<file path="config.mk">
export PLATFORM = sky130hd
export DESIGN_NAME = saradc_sar_ctrl
export DESIGN_NICKNAME = d
export VERILOG_FILES = /design/src/rtl/saradc_pkg.sv /design/src/rtl/saradc_cmp_sync.sv /design/src/rtl/saradc_sar_ctrl.sv
export SDC_FILE = /design/constraint.sdc
export NUM_CORES = 1
export LEC_CHECK = 0
export CELL_PAD_IN_SITES_DETAIL_PLACEMENT = 1
export CELL_PAD_IN_SITES_GLOBAL_PLACEMENT = 2
export CORE_UTILIZATION = 35
export DETAILED_ROUTE_END_ITERATION = 8
export HOLD_SLACK_MARGIN = 0.05
export PLACE_DENSITY_LB_ADDON = 0.1
export SYNTH_ARGS = -nofsm -noshare
export SYNTH_HDL_FRONTEND = slang
export SYNTH_SLANG_ARGS = --single-unit
</file>
<file path="constraint.sdc">
create_clock -name CLK -period 3.04 [get_ports CLK]
set_clock_uncertainty 0.15 [all_clocks]
set_input_delay 0.304 -clock CLK [delete_from_list [all_inputs] [get_ports CLK]]
set_output_delay 0.304 -clock CLK [all_outputs]
set_load 0.05 [all_outputs]
</file>
<file path="src/rtl/saradc_pkg.sv">
// Shared types and constants for the SAR ADC controller.
// Define SARADC_CMP_SYNC_EN to pass CMP through a two-flop synchronizer.
package saradc_pkg;

    typedef enum logic [2:0] {
        ST_IDLE   = 3'd0,
        ST_SMP    = 3'd1,
        ST_SETTLE = 3'd2,
        ST_COMP   = 3'd3,
        ST_DONE   = 3'd4
    } saradc_state_e;

    localparam int SARADC_NBITS_DEF         = 8;
    localparam int SARADC_SAMPLE_CYCLES_DEF = 2;

`ifdef SARADC_CMP_SYNC_EN
    localparam int SARADC_COMP_LEN = 3;
`else
    localparam int SARADC_COMP_LEN = 1;
`endif

endpackage

</file>
<file path="src/rtl/saradc_cmp_sync.sv">
// Two-flop synchronizer for the asynchronous comparator decision.
// Used only when SARADC_CMP_SYNC_EN is defined.
module saradc_cmp_sync (
    input  logic i_clk,
    input  logic i_rst_n,
    input  logic i_d,
    output logic o_q
);

    logic r_meta;
    logic r_sync;

    // Two-stage resynchronization, both stages reset to 0
    always_ff @(posedge i_clk or negedge i_rst_n) begin
        if (!i_rst_n) begin
            r_meta <= 1'b0;
            r_sync <= 1'b0;
        end else begin
            r_meta <= i_d;
            r_sync <= r_meta;
        end
    end

    assign o_q = r_sync;

endmodule

</file>
<file path="src/rtl/saradc_sar_ctrl.sv">
// Successive-approximation controller: sample, settle, compare, MSB->LSB.
// Macro SARADC_CMP_SYNC_EN: synchronize CMP and stretch COMP to 3 cycles.
module saradc_sar_ctrl
    import saradc_pkg::*;
#(
    parameter int NBITS         = SARADC_NBITS_DEF,
    parameter int SAMPLE_CYCLES = SARADC_SAMPLE_CYCLES_DEF
) (
    input  logic             CLK,
    input  logic             RSTN,
    input  logic             START,
    input  logic             CMP,
    output logic             SAMPLE,
    output logic             CMP_EN,
    output logic [NBITS-1:0] DAC,
    output logic [NBITS-1:0] DOUT,
    output logic             DVALID,
    input  logic             DREADY,
    output logic             BUSY
);

    localparam int IW = $clog2(NBITS);
    localparam int CW = $clog2(SAMPLE_CYCLES + SARADC_COMP_LEN + 1);

    localparam logic [CW-1:0] SMP_LAST  = CW'(SAMPLE_CYCLES - 1);
    localparam logic [CW-1:0] COMP_LAST = CW'(SARADC_COMP_LEN - 1);
    localparam logic [IW-1:0] IDX_MSB   = IW'(NBITS - 1);

    saradc_state_e    r_state;
    saradc_state_e    w_next;
    logic [CW-1:0]    r_cnt;
    logic [IW-1:0]    r_idx;
    logic [NBITS-1:0] r_result;
    logic [NBITS-1:0] r_dout;
    logic             r_start;
    logic             r_sample;
    logic             r_cmp_en;
    logic             r_dvalid;
    logic             r_busy;
    logic             w_cmp;
    logic             w_comp_end;
    logic [NBITS-1:0] w_res_new;
    logic [NBITS-1:0] w_dac;

`ifdef SARADC_CMP_SYNC_EN
    saradc_cmp_sync u_cmp_sync (
        .i_clk   (CLK),
        .i_rst_n (RSTN),
        .i_d     (CMP),
        .o_q     (w_cmp)
    );
`else
    assign w_cmp = CMP;
`endif

    assign w_comp_end = (r_state == ST_COMP) && (r_cnt == COMP_LAST);

    // Result with the bit under test replaced by the comparator decision
    always_comb begin
        w_res_new        = r_result;
        w_res_new[r_idx] = w_cmp;
    end

    // Next-state decode
    always_comb begin
        w_next = r_state;
        unique case (r_state)
            ST_IDLE: begin
                if (r_start) w_next = ST_SMP;
            end
            ST_SMP: begin
                if (r_cnt == SMP_LAST) w_next = ST_SETTLE;
            end
            ST_SETTLE: begin
                w_next = ST_COMP;
            end
            ST_COMP: begin
                if (w_comp_end) begin
                    w_next = (r_idx == '0) ? ST_DONE : ST_SETTLE;
                end
            end
            ST_DONE: begin
                if (DREADY) w_next = START ? ST_SMP : ST_IDLE;
            end
            default: w_next = ST_IDLE;
        endcase
    end

    // State, step counter, request latch and registered outputs
    always_ff @(posedge CLK or negedge RSTN) begin
        if (!RSTN) begin
            r_state  <= ST_IDLE;
            r_cnt    <= '0;
            r_start  <= 1'b0;
            r_sample <= 1'b0;
            r_cmp_en <= 1'b0;
            r_dvalid <= 1'b0;
            r_busy   <= 1'b0;
        end else begin
            r_state  <= w_next;
            r_start  <= (r_state == ST_IDLE) && START && !r_start;
            r_sample <= (w_next == ST_SMP);
            r_cmp_en <= (r_state == ST_SETTLE);
            r_dvalid <= (w_next == ST_DONE);
            r_busy   <= (w_next != ST_IDLE);
            if ((w_next == r_state) &&
                ((r_state == ST_SMP) || (r_state == ST_COMP))) begin
                r_cnt <= r_cnt + 1'b1;
            end else begin
                r_cnt <= '0;
            end
        end
    end

    // Bit index, partial result and final code
    always_ff @(posedge CLK or negedge RSTN) begin
        if (!RSTN) begin
            r_idx    <= '0;
            r_result <= '0;
            r_dout   <= '0;
        end else begin
            if ((r_state == ST_SMP) && (w_next == ST_SETTLE)) begin
                r_result <= '0;
                r_idx    <= IDX_MSB;
            end else if (w_comp_end) begin
                r_result <= w_res_new;
                if (r_idx == '0) begin
                    r_dout <= w_res_new;
                end else begin
                    r_idx <= r_idx - 1'b1;
                end
            end
        end
    end

    // DAC code decoded from registered state only
    always_comb begin
        w_dac = '0;
        unique case (r_state)
            ST_SETTLE, ST_COMP: w_dac = r_result | (NBITS'(1) << r_idx);
            ST_DONE:            w_dac = r_dout;
            default:            w_dac = '0;
        endcase
    end

    assign SAMPLE = r_sample;
    assign CMP_EN = r_cmp_en;
    assign DAC    = w_dac;
    assign DOUT   = r_dout;
    assign DVALID = r_dvalid;
    assign BUSY   = r_busy;

endmodule

</file>
==> flow_metrics.env <==
export IMPL_status="complete, no violations"
export IMPL_min_period_over_period_pct=91.4
export IMPL_required_ns=2.59
export IMPL_synth_edff_count=0
export IMPL_drv_slew=0
export IMPL_netlist_instances=153
export IMPL_maxCapViolCount=0
export IMPL_postSynthAreaPerCell_um2=10.0
export IMPL_dpl_cell_area_um2=1790
export IMPL_synth_compound_area_share_pct=19.2
export IMPL_worst_path_max_delay_cell="dlygate4sd2_1"
export IMPL_setup_viol=0
export IMPL_critical_path_class="reg2out"
export IMPL_synth_fp_nets=165
export IMPL_yosysTopAreaCellShare_pct=47.3
export IMPL_final_area_um2=1890
export IMPL_synthMuxAreaShare_pct=5.87
export IMPL_cp_max_fo=13
export IMPL_core_area_um2=4120
export IMPL_yosysSeqAreaShare_pct=47.3
export IMPL_nets=186
export IMPL_cts_inserted_buffers=5
export IMPL_cts_buffer_depth=2
export IMPL_synth_top_family_by_area="compound AO/OA/AOI/OAI gates"
export IMPL_synth_largest_area_cell="dfrtp_1"
export IMPL_clkSlewWorstSetupHoldPaths_ns=0.06
export IMPL_synth_cell_types=31
export IMPL_viasPerCell=5.46
export IMPL_synth_ff_type="dfrtp_1"
export IMPL_crit_path_start_kind="flip-flop"
export IMPL_dieWidth_um=68.2
export IMPL_timing_fmax_mhz=360
export IMPL_antenna_cells=0
export IMPL_ys_warn_count=0
export IMPL_io_buffer_count=24
export IMPL_drtAntennaViolNets=0
export IMPL_die_area_um2=4650
export IMPL_synth_top_cells_by_area="dfrtp_1 47%, a21oi_1 8.2%, mux2i_1 5.9%"
export IMPL_ys_seq_elements=29
export IMPL_area_growth_pct=23.0
export IMPL_vias=1229
export IMPL_routedWlPerCell_um=18.2
export IMPL_clk_latency_ns=0.29
export IMPL_synth_adder_area_share_pct=5.71
export IMPL_async_flop_share_pct=100
export IMPL_path_cells="inv_1 > ha_1 > nor2b_1 > nor2_1 > o21ai_0 > dlygate4sd2_1"
export IMPL_drt_iter0_markers=77
export IMPL_grt_remaining_overflow=0
export IMPL_cts_tree="done"
export IMPL_grt_max_degree=30
export IMPL_syn_area_um2=1530
export IMPL_hold_viol_final=0
export IMPL_fin_setup_tns_ns=0
export IMPL_synthXorXnorAreaFrac_pct=0
export IMPL_drive_gt1_share_pct=6.29
export IMPL_antenna_found_initial=0
export IMPL_drt_first_pass_iters=4
export IMPL_root_buffer="clkbuf_8"
export IMPL_synth_simple_area_share_pct=16.2
export IMPL_hpwl_um=2910
export IMPL_rows=23
export IMPL_ctsHtreeMaxLevel=2
export IMPL_route_detailed_drc=0
export IMPL_gr_usage_all_layers_pct=21.2
export IMPL_cts_sinks=29
export IMPL_place_congestion=0.746
export IMPL_worst_pin_slew_ns=0.587
export IMPL_slowest_delay_ns=0.55
export IMPL_ios=25
export IMPL_initial_core_util_pct=37.3
export IMPL_min_period_ns=2.78
export IMPL_post_cts_buffers=0
export IMPL_grt_pass1_wl_um=6880
export IMPL_first_global_vias=1291
export IMPL_fp_dieH_um=68.2
export IMPL_critPathCaptureType="output pin"
export IMPL_slew_limit_headroom_pct=60.6
export IMPL_rsz0062_at_grt="no"
export IMPL_routed_wl_um=4100
export IMPL_worst_endpoint_arrival_ns=2.32
export IMPL_hp_class="in2async"
repair_timing:
item | CTS | global route
hold buffers | 0 | 0
endpoints found under the hold margin | 0 | 0
endpoints found under the setup margin | 1 | 0
gates resized for setup | 1 | 0
critical path: cells and delay by family, from the launching register on:
kind	cells	cell delay [ns]
AO/OA/AOI/OAI	1	0.17
adder cells (fa/ha/maj)	1	0.23
buffers and inverters	2	0.72
flip-flops	1	0.51
AND/OR/NAND/NOR	2	0.41
synth_stat cells (3+ instances only):
master      n
o21ai_0    11
dfrtp_1    29
inv_1       8
nand2_1    10
nand3b_1    5
mux2i_1     9
buf_2       6
o2bb2ai_1   8
nor3b_1     3
ha_1        7
nor2_1      3
a21oi_1    25
nand3_1     3
clkbuf_1    3
cells in the final DEF, fill, tap and decap left out, types with 3 or more instances in the layout:
master,n
nand3_1,3
clkbuf_8,7
nand2_1,10
nor2_1,3
clkdlybuf4s50_1,23
o21ai_0,11
dfrtp_1,29
inv_1,8
mux2i_1,9
nand3b_1,5
a21oi_1,25
nor3b_1,3
o2bb2ai_1,8
ha_1,7
logic make-up after synthesis:
family          Yosys count
flops                    29
simple gates             40
buf+inv                  19
fa+ha+maj                 7
mux                       9
compound gates           49
registers in the layout (all words and copies together), names as in the netlist:
register  cells
DOUT          8
r_idx         3
SAMPLE        1
r_cnt         2
r_start       1
BUSY          1
DVALID        1
CMP_EN        1
r_state       3
r_result      8
layer usage:
layer	GRT usage (%)	part of all wire, %	vias up
li1	-	-	590
met1	30.0	51	609
met2	28.9	42	23
met3	7.50	4.4	7
met4	8.33	1.9	0
met5	0	0	-
final timing paths:
kind | cells after the start | endpoint | start | slack, ns
min in group CLK | 1 | r_cnt[0] | r_cnt[0] | 0.32
worst max-delay path | 6 | DAC[0] | r_idx[0] | 0.26
max in group asynchronous | 2 | BUSY | RSTN | 2.20
worst min register to register | 1 | r_cnt[0] | r_cnt[0] | 0.32
worst min-delay path | 2 | r_idx[2] | RSTN | 0.26
worst max register to register | 5 | r_idx[2] | r_cnt[0] | 0.97
stage by stage:
stage,setup slack (ns),utilization [%],instances,hold slack [ns]
after global routing,0.0701,45.8,225,0.290
after floorplan,0.356,-,153,-0.142
after global placement,0.402,43.4,217,0.298
final,0.263,45.8,225,0.256
after detailed placement,0.305,43.4,217,0.317
after CTS,0.250,45.8,225,0.273
cell type report:
type	instances	area (um2)
sequential	29	726
clock inverter	1	5.00
fill	459	2230
tap	50	62.6
clock buffer	7	96.3
multi-input combinational	105	721
inverter	8	30.0
timing repair buffer	25	246
Power is not shown: default switching activity piles up to over one toggle a cycle in this logic, so the estimate is an artifact.
